File: src/rtl/aes_pkg.sv
// rtl/aes_pkg.sv - shared AES types, field constants, FSM states and xtime helper
package aes_pkg;

    localparam int NCOL = 4;
    localparam logic [7:0] GF_POLY = 8'h1B;

    typedef logic [15:0][7:0] state_t;
    typedef logic [3:0][7:0] col_t;

    typedef enum logic [1:0] {
        IDLE = 2'd0,
        CALC = 2'd1,
        DONE = 2'd2
    } dec_mc_state_t;

    // Multiply by x in GF(2^8), folding the x^8 term back with GF_POLY
    function automatic logic [7:0] xtime(input logic [7:0] a);
        return {a[6:0], 1'b0} ^ (a[7] ? GF_POLY : 8'h00);
    endfunction

endpackage

File: src/rtl/mod_dec_column.sv
// rtl/mod_dec_column.sv - combinational InvMixColumns on one 4-byte column
module mod_dec_column
    import aes_pkg::*;
(
    input  col_t col_in,
    output col_t col_out
);

    logic [3:0][7:0] m9, mb, md, me;

    // Build the 09/0b/0d/0e multiples of each row byte from x2/x4/x8 chains
    always_comb begin
        for (int r = 0; r < 4; r++) begin
            logic [7:0] x2, x4, x8;
            x2 = xtime(col_in[r]);
            x4 = xtime(x2);
            x8 = xtime(x4);
            m9[r] = x8 ^ col_in[r];
            mb[r] = x8 ^ x2 ^ col_in[r];
            md[r] = x8 ^ x4 ^ col_in[r];
            me[r] = x8 ^ x4 ^ x2;
        end
    end

    assign col_out[0] = me[0] ^ mb[1] ^ md[2] ^ m9[3];
    assign col_out[1] = m9[0] ^ me[1] ^ mb[2] ^ md[3];
    assign col_out[2] = md[0] ^ m9[1] ^ me[2] ^ mb[3];
    assign col_out[3] = mb[0] ^ md[1] ^ m9[2] ^ me[3];

endmodule

File: src/rtl/mod_dec_multiplicator.sv
// rtl/mod_dec_multiplicator.sv - column-serial AES InvMixColumns, optional MOD_DEC_LAST_ROUND_EN bypass
module mod_dec_multiplicator
    import aes_pkg::*;
(
    input  logic         clk,
    input  logic         rst,
    input  logic         i_valid,
    output logic         i_ready,
    input  logic [127:0] i_data,
`ifdef MOD_DEC_LAST_ROUND_EN
    input  logic         i_last,
`endif
    output logic         o_valid,
    input  logic         o_ready,
    output logic [127:0] o_data,
    output logic         busy
);

    dec_mc_state_t state;
    logic [1:0]    col;
    state_t        in_q;
    state_t        out_q;
    col_t          col_in;
    col_t          col_tf;
    col_t          col_res;
    logic [3:0]    base;

`ifdef MOD_DEC_LAST_ROUND_EN
    logic          last_q;
`endif

    assign base   = {col, 2'b00};
    assign col_in = in_q[base +: 4];

    mod_dec_column u_column (
        .col_in  (col_in),
        .col_out (col_tf)
    );

`ifdef MOD_DEC_LAST_ROUND_EN
    // Final decryption round skips InvMixColumns but keeps the same timing
    assign col_res = last_q ? col_in : col_tf;
`else
    assign col_res = col_tf;
`endif

    // Accept in IDLE, or in DONE only once the held result is being taken
    assign i_ready = rst && ((state == IDLE) || ((state == DONE) && o_ready));
    assign busy    = (state == CALC);
    assign o_data  = out_q;

    // Control FSM: latch block, write one result column per edge, hold until taken
    always_ff @(posedge clk or negedge rst) begin
        if (!rst) begin
            state   <= IDLE;
            col     <= 2'd0;
            in_q    <= '0;
            out_q   <= '0;
            o_valid <= 1'b0;
`ifdef MOD_DEC_LAST_ROUND_EN
            last_q  <= 1'b0;
`endif
        end else begin
            case (state)
                IDLE: begin
                    if (i_valid) begin
                        in_q  <= i_data;
`ifdef MOD_DEC_LAST_ROUND_EN
                        last_q <= i_last;
`endif
                        col   <= 2'd0;
                        state <= CALC;
                    end
                end
                CALC: begin
                    out_q[base +: 4] <= col_res;
                    col <= col + 2'd1;
                    if (col == 2'(NCOL - 1)) begin
                        state   <= DONE;
                        o_valid <= 1'b1;
                    end
                end
                DONE: begin
                    if (o_ready) begin
                        o_valid <= 1'b0;
                        if (i_valid) begin
                            in_q  <= i_data;
`ifdef MOD_DEC_LAST_ROUND_EN
                            last_q <= i_last;
`endif
                            col   <= 2'd0;
                            state <= CALC;
                        end else begin
                            state <= IDLE;
                        end
                    end
                end
                default: state <= IDLE;
            endcase
        end
    end

endmodule

File: config.mk
export PLATFORM = sky130hd
export DESIGN_NAME = mod_dec_multiplicator
export DESIGN_NICKNAME = d
export VERILOG_FILES = /design/src/rtl/aes_pkg.sv /design/src/rtl/mod_dec_column.sv /design/src/rtl/mod_dec_multiplicator.sv
export SDC_FILE = /design/constraint.sdc
export NUM_CORES = 1
export LEC_CHECK = 0
export CORE_ASPECT_RATIO = 1.4
export CORE_UTILIZATION = 25
export DETAILED_ROUTE_END_ITERATION = 8
export GPL_ROUTABILITY_DRIVEN = 0
export HOLD_SLACK_MARGIN = 0.05
export PLACE_DENSITY_LB_ADDON = 0.15
export SYNTH_ARGS = -nofsm -noshare
export SYNTH_HDL_FRONTEND = slang
export SYNTH_SLANG_ARGS = --single-unit
File: constraint.sdc
create_clock -name clk -period 8 [get_ports clk]
set_input_delay 1.6 -clock clk [delete_from_list [all_inputs] [get_ports clk]]
set_output_delay 1.6 -clock clk [all_outputs]
set_load 0.02 [all_outputs]
# Word-level counts from Yosys, hierarchy flattened
# Index checks and enable logic that the tools add are counted.
[classes] add_sub_neg=2 n_eq_ne=6 shift=17 mux=27 n_bitwise=48 n_reduce_logical=11
[ops] operator="bitwise XOR 8 bit" count=48
[ops] operator="2-to-1 mux 128 bit" count=2
[ops] operator="one-hot mux 128 bit (2 select lines)" count=1
[ops] operator="bitwise mux 128 bit" count=1
[ops] operator="variable part select 16 x 5 -> 4 bit" count=8
[ops] operator="variable part select 4 x 6 -> 16 bit" count=8
[ops] operator="2-to-1 mux 5 bit" count=12
[ops] operator="variable shift 4 x 6 -> 16 bit, first input constant" count=1
[ops] operator="one-hot mux 2 bit (3 select lines)" count=2
[ops] operator="2-to-1 mux 2 bit" count=5
[ops] operator="negation 4 -> 6 bit" count=1
[ops] operator="AND reduction 3 bit" count=2
[ops] operator="equality test 2 bit, second input constant" count=2
[ops] operator="!= test 2 bit, second input constant" count=2
[ops] operator="AND reduction 2 bit" count=2
[ops] operator="nonzero test 2 bit" count=2
[ops] operator="2-to-1 mux 1 bit" count=3
[ops] operator="nonzero test 3 bit" count=1
[ops] operator="adder 2 x 1 -> 2 bit, second input constant" count=1
[ops] operator="equality test 2 x 1 -> 1 bit, second input constant" count=1
[ops] operator="logical AND 1 bit" count=2
[ops] operator="zero test 2 bit" count=1
[ops] operator="!= test 2 x 1 -> 1 bit, second input constant" count=1
[ops] operator="one-hot mux 1 bit (2 select lines)" count=1
[ops] operator="logical OR 1 bit" count=1
[totals] register_bits=261 out_inout_bits=131

# Longest topological paths before layout
# Gate-level depths: netlist of run 1.
[depth] ltp_word=14 depth_mapped=10 mapped_depth_nobuf=7

# Cells and area by module
# Synthesis of run 1 repeated with hierarchy kept, for this count alone.
[unflattened] cells_unflattened=980 area_unflattened_um2=12759.7
[by_module_without_submodules] mod="mod_dec_multiplicator" instances=1 cells_per_inst=766 area_per_inst_um2=10680.2 seq_area_each_um2=6531.3
[by_module_without_submodules] mod="mod_dec_column" instances=1 cells_per_inst=214 area_per_inst_um2=2079.5 seq_area_each_um2=0.0

# Worst setup path after synthesis of run 1
# OpenSTA, ideal clock, no wires.
[synth_path] kind="input to output" from="input port o_ready" to="output port i_ready" t_arrival_ns=2.061 required_ns=6.400 setup_slack_ns=4.339 stages=3 path_buffers=0 path_cell_list="nand2b_1 nor2b_1 and2_1"
[synth_via] elab_chain_len=3
[synth_rtl] element="start, declared" line="mod_dec_multiplicator.sv:14" source="input logic o_ready,"
[synth_rtl] element="logical AND 1 bit" line="mod_dec_multiplicator.sv:48" source="assign i_ready = rst && ((state == IDLE) || ((state == DONE) && o_ready));"
[synth_rtl] element="logical OR 1 bit" line="mod_dec_multiplicator.sv:48"
[synth_rtl] element="logical AND 1 bit" line="mod_dec_multiplicator.sv:48"
[synth_rtl] element="end, declared" line="mod_dec_multiplicator.sv:8" source="output logic i_ready,"
# No other way between the ends.

# Worst setup path in the final report of run 1
# Ends and elaborated chain as after synthesis.

==> results of run 1 <==
cell families after synthesis:
group | share of synthesized area [%]
XOR/XNOR | 16.5
buffers and inverters | 2.15
AO/OA/AOI/OAI | 5.66
flip-flops | 52.9
multiplexers | 17.5
adder cells (fa/ha/maj) | 0.608
AND/OR/NAND/NOR | 4.76
layout make-up:
type	instances	area, um^2
fillers	4884	32300
flip-flops and latches	261	6530
multi-input cells	641	5560
repair buffers	274	2720
clock buffers	43	868
well taps	637	797
clock inverters	7	91.3
inverters	4	15.0
per-stage QoR:
| stage | std cells | area, um^2 | hold slack [ps] | util [%] | setup WS [ps] |
|---|---|---|---|---|---|
| 6_report | 1867 | 16600 | 475 | 33.9 | 3320 |
| 5_1_grt | 1867 | 16600 | 492 | 33.9 | 3240 |
| 4_1_cts | 1867 | 16600 | 483 | 33.9 | 3310 |
| 3_5_place_dp | 1817 | 15600 | 469 | 32.0 | 3320 |
| 3_3_place_gp | 1817 | 15600 | 466 | 32.0 | 3270 |
| 2_1_floorplan | 960 | 12400 | 475 | - | 4340 |
worst max-delay path, stage by stage:
cell             delay [ps]
clkdlybuf4s50_1         470
nand2b_1                120
nor2b_1                 160
and2_1                  140
clkdlybuf4s50_1         600
registers in the layout (all words and copies together), names as in the netlist:
register	flops
o_data	128
o_valid	1
state	2
in_q	128
col	2
metal layers:
layer | global-route usage [%] | wire [um] | share of wire [%] | up-vias
li1 | - | - | - | 3780
met1 | 18.2 | 15400 | 40 | 4099
met2 | 28.2 | 20400 | 53 | 223
met3 | 2.16 | 1590 | 4.1 | 56
met4 | 4.86 | 1010 | 2.6 | 0
met5 | 0 | 0 | 0 | -
cells in the final DEF, fill, tap and decap left out, types with 2 or more instances in the layout:
cell / n
xnor2_1: 136
nand2b_1: 3
buf_4: 12
clkbuf_1: 5
mux4_2: 32
mux2_2: 128
clkdlybuf4s50_1: 261
bufinv_16: 2
nand2_1: 127
clkbuf_16: 29
xor2_1: 34
xnor2_4: 3
xnor2_2: 9
nor3_1: 2
inv_1: 3
dfrtp_1: 259
a22o_1: 8
clkbuf_8: 9
dfrtp_2: 2
o21ai_1: 16
nor2b_1: 2
or3_1: 3
ha_1: 6
xnor3_1: 9
clkinv_2: 3
o21ai_0: 106
nor2_1: 2
xor2_2: 4
how the worst max path moves through the flow:
stage               endpoint  slack (ps)  cells after the start
floorplan            i_ready        4340                      3
global placement     i_ready        3270                      5
detailed placement   i_ready        3320                      5
CTS                  i_ready        3310                      5
global route         i_ready        3240                      5
finish               i_ready        3320                      5
==> impl_metrics.py, run 1 <==
metrics = {
    "status": {
        "status": "complete, no violations",
    },
    "setup_path": {
        "worst_setup_path_end_kind": "output port",
        "cp.arrival_ps": 3080,
        "cp_max_fo": 2,
        "start_kind": "primary input",
        "path_class": "in2out",
        "reg2regPathDepth": 8,
        "required_ps": 6400,
        "worst_r2r_endpoint": "o_data[93]$_DFFE_PN0P_",
        "worstReg2RegStart": "col[0]$_DFFE_PN0P_",
        "rrSetupSlack_ps": 3720,
        "crit_start": "o_ready",
    },
    "drt": {
        "detail-route-antenna-nets": 0,
        "firstDrtPassIters": 4,
        "via_per_inst": 4.37,
        "vias": 8158,
        "drtIter0Drc": 378,
        "routed_wl_mm": 38.5,
        "wl_per_cell_um": 20.6,
        "drc": 0,
    },
    "timing": {
        "worst_pin_slew_ps": 1160,
        "fin_crit_ps": 4680,
        "final_hold_viol_count": 0,
        "worst_slew_margin_rel_pct": 22.5,
        "setup_viol": 0,
        "fin_worst_skew_ps": 21.1,
        "max_freq_ghz": 0.214,
        "rsz0062_at_grt": "false",
        "finalCritPeriodShare_pct": 58.5,
        "finalMaxSlewViolations": 0,
        "tns_ps": 0,
    },
    "global_routing": {
        "gr-usage-all-layers_pct": 15.3,
        "antenna_found_initial": 0,
        "grt_pass1_wl_mm": 57.1,
        "grt_pass1_vias": 8658,
        "grt_max_degree": 73,
        "gr-total-overflow": 0,
    },
    "yosys": {
        "syn_inst": 960,
        "synth_top_cell_by_area": "dfrtp_1",
        "async_reset_ff_share_pct": 100,
        "synth.most_common_cell": "dfrtp_1",
        "synth-seq-area-share_pct": 52.9,
        "synth_common_cells": "261 x dfrtp_1, 136 x xnor2_1, 128 x mux2_2",
        "synth_edf_count": 0,
        "synth_top_area_share_pct": 52.9,
        "yosysWarnings": 0,
        "syn_area_per_cell_um2": 12.9,
        "syn-num-nets": 1098,
        "synth_cell_types": 36,
        "synth_area_um2": 12400,
        "ys.flop_type": "dfrtp_1",
        "synth-seq-cells": 261,
        "synth_area_leaders": "dfrtp_1 53%, mux2_2 12%, xnor2_1 9.6%",
    },
    "clock_tree": {
        "cts_resized": 0,
        "cts_root_buffer": "clkbuf_16",
        "insertion_delay_ps": 560,
        "cts_tree": "built",
        "post_cts.repair.setup_buffers": 0,
        "htree_num_levels": 1,
        "clock_path_buffers": 3,
        "clk_pin_slew_ps": 60,
        "cts_sinks": 261,
        "cts_hold_buf": 0,
        "cts_made_buffers": 28,
    },
    "floorplan": {
        "rows": 96,
        "fp.dieArea_um2": 50300,
        "core_area_um2": 48900,
        "start_util_pct": 25.3,
        "pin_count": 263,
        "fp.dieW_um": 190,
        "die_height_um": 265,
    },
    "flow_run": {
        "max-cap-violations": 0,
    },
    "min_path": {
        "hp-start": "o_data[29]$_DFFE_PN0P_",
        "hold_class": "reg2reg",
        "whs_path_depth": 2,
        "min_to": "o_data[29]$_DFFE_PN0P_",
    },
    "finish": {
        "nets": 1348,
        "drive_gt1_share_pct": 19.3,
        "synthToLayoutAreaGrowth_pct": 34.2,
        "num_antenna_cells": 0,
    },
    "place": {
        "dp.final_hpwl_mm": 28.6,
        "port_buffers": 262,
    },
}
Power of run 1 is not shown: default switching activity piles up to over one toggle a cycle in this logic, so the estimate is an artifact.
==> run 2, diff against run 1 <==
==> constraint.sdc (replaced) <==
create_clock -name clk -period 4.4 [get_ports clk]
set_input_delay 0.88 -clock clk [delete_from_list [all_inputs] [get_ports clk]]
set_output_delay 0.88 -clock clk [all_outputs]
set_load 0.02 [all_outputs]
==> run 2 against run 1 <==
Cell count is 0.91% higher. Hold slack worse by 250 ps. Utilization is 0.36 points higher. Clock-buffer cell count is 1 higher. Register-to-register slack worse by 3000 ps. Cell area is 1.1% higher. Clock skew is 4.6 ps lower. Critical path depth is 3 higher. Critical path type is now reg2reg. Critical endpoint is now o_data[85]$_DFFE_PN0P_.
==> impl_metrics.py, run 2 (same netlist as run 1, synthesis figures left out) <==
metrics = {
    "finish": {
        "instances_no_fill": 1884,
        "drive_gt1_share_pct": 20.4,
        "nFillCells": 4846,
        "register_area_um2": 6530,
        "multi_input_area_um2": 5560,
        "final_area_um2": 16800,
        "num_antenna_cells": 0,
        "nets": 1363,
        "final_common_cell": "clkdlybuf4s50_1",
        "mostFrequentLayoutCells": "261 x clkdlybuf4s50_1, 259 x dfrtp_1, 136 x xnor2_1",
        "synthToLayoutAreaGrowth_pct": 35.6,
    },
    "clock_tree": {
        "cts_hold_buf": 0,
        "cts_resized": 0,
        "cts_sinks": 261,
        "cts_tree": "built",
        "clk_pin_slew_ps": 60,
        "insertion_delay_ps": 560,
        "clock_path_buffers": 3,
        "cts_made_buffers": 29,
        "htree_num_levels": 1,
        "cts_root_buffer": "clkbuf_16",
        "post_cts.repair.setup_buffers": 0,
    },
    "timing": {
        "worst_pin_slew_ps": 974,
        "worst_slew_margin_rel_pct": 35.1,
        "finalMaxSlewViolations": 0,
        "tns_ps": 0,
        "final_hold_viol_count": 0,
        "fin_worst_skew_ps": 16.5,
        "fin_crit_ps": 3650,
        "setup_viol": 0,
        "rsz0062_at_grt": "false",
        "finalCritPeriodShare_pct": 83.0,
        "max_freq_ghz": 0.274,
    },
    "setup_path": {
        "worst_setup_path_end_kind": "flip-flop",
        "start_kind": "flip-flop",
        "cp_max_fo": 22,
        "critPathTopFamily": "XOR/XNOR gates",
        "crit_top_cell": "xnor2_1",
        "crit_buf_inv": 1,
        "max_stage_delay_ps": 650,
        "path_class": "reg2reg",
        "path_cells": "buf_12, mux4_2, xor2_1, xnor2_1, xnor3_1, xor2_2, xnor2_1, o21ai_1",
        "required_ps": 4820,
        "crit_slowest_cell": "mux4_2",
        "cp.arrival_ps": 4070,
    },
    "floorplan": {
        "rows": 96,
        "core_area_um2": 48900,
        "die_height_um": 265,
        "start_util_pct": 25.3,
        "pin_count": 263,
        "fp.dieW_um": 190,
        "fp.dieArea_um2": 50300,
    },
    "drt": {
        "dr_wl_met3_mm": 1.53,
        "firstDrtPassIters": 4,
        "met1_length_mm": 16.6,
        "top_layer_used": "met4",
        "wl_per_cell_um": 21.6,
        "vias": 8247,
        "via_per_inst": 4.38,
        "drc": 0,
        "drtIter0Drc": 290,
        "routed_wl_mm": 40.7,
        "detail-route-antenna-nets": 0,
        "wl_met2_mm": 21.6,
    },
    "status": {
        "status": "complete, no violations",
    },
    "min_path": {
        "hold_class": "in2async",
    },
    "global_routing": {
        "grt_max_degree": 147,
        "gr-total-overflow": 0,
        "antenna_found_initial": 0,
        "grt_pass1_wl_mm": 60.4,
        "gr-usage-all-layers_pct": 16.3,
        "grt_pass1_vias": 8861,
    },
    "flow_run": {
        "max-cap-violations": 0,
    },
    "place": {
        "dp.final_hpwl_mm": 30.7,
        "dp_cells": 1831,
        "port_buffers": 262,
        "post_dp_cell_area_um2": 15800,
    },
}
## run 2: cell types whose count changed in the layout (fill, tap and decap cells not counted)
cell	change
buf_12	+4
buf_4	+10
clkbuf_1	+1
clkinvlp_4	+1
inv_6	+1
## run 2: worst reg2reg max path, delay by kind of cell (launching register included)
family                    cells  cell delay (ps)
xor gates and xnor gates      5             1850
muxes                         1              670
DFF                           1              570
buffers and inverters         1              270
AOI/OAI and AO/OA             1              150
## run 2: routing by layer
metal  track usage, %  vias to the layer above
met2             29.7                      200
met1             19.9                     4191
li1                 -                     3808
met3             2.02                       48
met5                0                        -
met4             4.66                        0
## run 2: cell type report
cell class	instances	area share, %
Clock inverter	9	0.642
Timing Repair Buffer	288	17.1
Multi-Input combinational cell	641	33.2
Clock buffer	44	5.20
Tap cell	637	4.76
Inverter	4	0.0896
Sequential cell	261	39.0
## run 2: stage by stage
step                hold slack [ps]  util [%]  setup slack, ps
floorplan                       475         -             1490
global placement                465      32.3              680
detailed placement              473      32.3              681
CTS                             210      34.3              651
global route                    236      34.3              497
finish                          226      34.3              750
## run 2: path summary, 6_finish.rpt
path | start | endpoint | slack, ps | depth (start not counted)
setup reg to reg | col[0]$_DFFE_PN0P_ | o_data[85]$_DFFE_PN0P_ | 750 | 8
min in group clk | o_data[121]$_DFFE_PN0P_ | o_data[121]$_DFFE_PN0P_ | 480 | 2
hold reg to reg | o_data[121]$_DFFE_PN0P_ | o_data[121]$_DFFE_PN0P_ | 480 | 2
hold / removal | rst | o_data[110]$_DFFE_PN0P_ | 230 | 1
setup / recovery | col[0]$_DFFE_PN0P_ | o_data[85]$_DFFE_PN0P_ | 750 | 8
max in group asynchronous | rst | in_q[58]$_DFFE_PN0P_ | 2830 | 2
Power of run 2 is left out for the same reason.
==> run 3, diff against run 2 <==
==> constraint.sdc (replaced) <==
create_clock -name clk -period 3.8 [get_ports clk]
set_input_delay 0.76 -clock clk [delete_from_list [all_inputs] [get_ports clk]]
set_output_delay 0.76 -clock clk [all_outputs]
set_load 0.02 [all_outputs]
==> run 3 against run 2 <==
Cell area is 1.0% higher. Critical path depth unchanged. Flip-flop and latch count is the same. Die area unchanged. Non-clock buffer count grew 13. Register-to-register slack lost 470 ps. Hold slack better by 250 ps. Worst setup slack worse by 470 ps. Highest routed layer unchanged.
==> impl_metrics.py, run 3 (same netlist as run 1, synthesis figures left out) <==
metrics = {
    "status": {
        "status": "complete, no violations",
    },
    "clock_tree": {
        "clk_pin_slew_ps": 60,
        "insertion_delay_ps": 560,
        "cts_made_buffers": 29,
        "post_cts.repair.setup_buffers": 0,
        "cts_root_buffer": "clkbuf_16",
        "htree_num_levels": 1,
        "cts_sinks": 261,
        "clock_path_buffers": 3,
        "cts_tree": "built",
    },
    "finish": {
        "final_common_cell": "clkdlybuf4s50_1",
        "nets": 1376,
        "synthToLayoutAreaGrowth_pct": 37.0,
        "mostFrequentLayoutCells": "261 x clkdlybuf4s50_1, 259 x dfrtp_1, 136 x xnor2_1",
        "drive_gt1_share_pct": 21.3,
    },
    "setup_path": {
        "required_ps": 4190,
        "worst_setup_path_end_kind": "flip-flop",
        "start_kind": "flip-flop",
        "cp.arrival_ps": 3910,
        "cp_max_fo": 27,
        "path_class": "reg2reg",
    },
    "floorplan": {
        "start_util_pct": 25.3,
        "pin_count": 263,
        "fp.dieW_um": 190,
        "rows": 96,
        "fp.dieArea_um2": 50300,
        "die_height_um": 265,
        "core_area_um2": 48900,
    },
    "drt": {
        "detail-route-antenna-nets": 0,
        "via_per_inst": 4.33,
        "drc": 0,
        "firstDrtPassIters": 4,
        "drtIter0Drc": 328,
        "routed_wl_mm": 39.9,
        "vias": 8226,
        "wl_per_cell_um": 21.0,
    },
    "timing": {
        "fin_worst_skew_ps": 20.1,
        "max_freq_ghz": 0.284,
        "worst_pin_slew_ps": 858,
        "final_hold_viol_count": 0,
        "rsz0062_at_grt": "false",
        "tns_ps": 0,
        "setup_viol": 0,
        "finalCritPeriodShare_pct": 92.7,
        "worst_slew_margin_rel_pct": 42.4,
        "fin_crit_ps": 3520,
        "finalMaxSlewViolations": 0,
    },
    "global_routing": {
        "gr-usage-all-layers_pct": 15.9,
        "grt_max_degree": 65,
        "gr-total-overflow": 0,
        "grt_pass1_vias": 8809,
        "grt_pass1_wl_mm": 58.7,
        "antenna_found_initial": 3,
    },
    "min_path": {
        "hold_class": "reg2reg",
    },
    "place": {
        "dp.final_hpwl_mm": 30.3,
        "port_buffers": 262,
    },
    "flow_run": {
        "max-cap-violations": 0,
    },
}
-- run 3: final timing paths --
check / cells after the start / startpoint / slack (ps) / to
max: 8 / col[0]$_DFFE_PN0P_ / 280 / o_data[75]$_DFFE_PN0P_
min in group asynchronous: 2 / rst / 650 / o_data[12]$_DFFE_PN0P_
min reg2reg: 2 / o_data[57]$_DFFE_PN0P_ / 470 / o_data[57]$_DFFE_PN0P_
min: 2 / o_data[57]$_DFFE_PN0P_ / 470 / o_data[57]$_DFFE_PN0P_
max in group asynchronous: 4 / rst / 1340 / in_q[54]$_DFFE_PN0P_
max reg2reg: 8 / col[0]$_DFFE_PN0P_ / 280 / o_data[75]$_DFFE_PN0P_
-- run 3: through the flow --
| step | hold WS (ps) | area, um^2 | setup WS [ps] | util [%] | instances |
|---|---|---|---|---|---|
| global placement | 464 | 15900 | 137 | 32.4 | 1843 |
| detailed placement | 469 | 15900 | 147 | 32.4 | 1843 |
| global route | 496 | 16900 | 72.2 | 34.6 | 1900 |
| floorplan | 464 | 12400 | 891 | - | 960 |
| CTS | 483 | 16900 | 123 | 34.6 | 1897 |
| finish | 473 | 16900 | 277 | 34.6 | 1900 |
-- run 3: layout make-up --
class	count	area, um^2
fillers	4854	32000
flip-flops and latches	261	6530
inverters	4	15.0
well taps	637	797
clock inverters	14	234
clock buffers	39	823
multi-input cells	641	5560
repair buffers	301	2960
diodes	3	7.51
-- run 3: what timing repair did --
item	CTS	global route
gates resized for setup	0	0
hold endpoints to repair	23	0
hold buffers	1	0
-- run 3: per-layer routing --
layer	share of wire, %	vias to the layer above	track usage [%]
met2	54	193	28.9
met4	3.7	0	6.91
met1	39	4136	18.4
met5	0	-	0
li1	-	3837	-
met3	3.6	60	2.07
-- run 3: worst max-delay path: stages, from the launching register on --
cell,delay (ps)
dfrtp_2,380
buf_12,230
mux4_2,720
xor3_1,490
xor2_1,200
xnor2_1,160
xnor2_1,180
xnor2_1,730
o21ai_0,200
Power of run 3 is left out for the same reason.
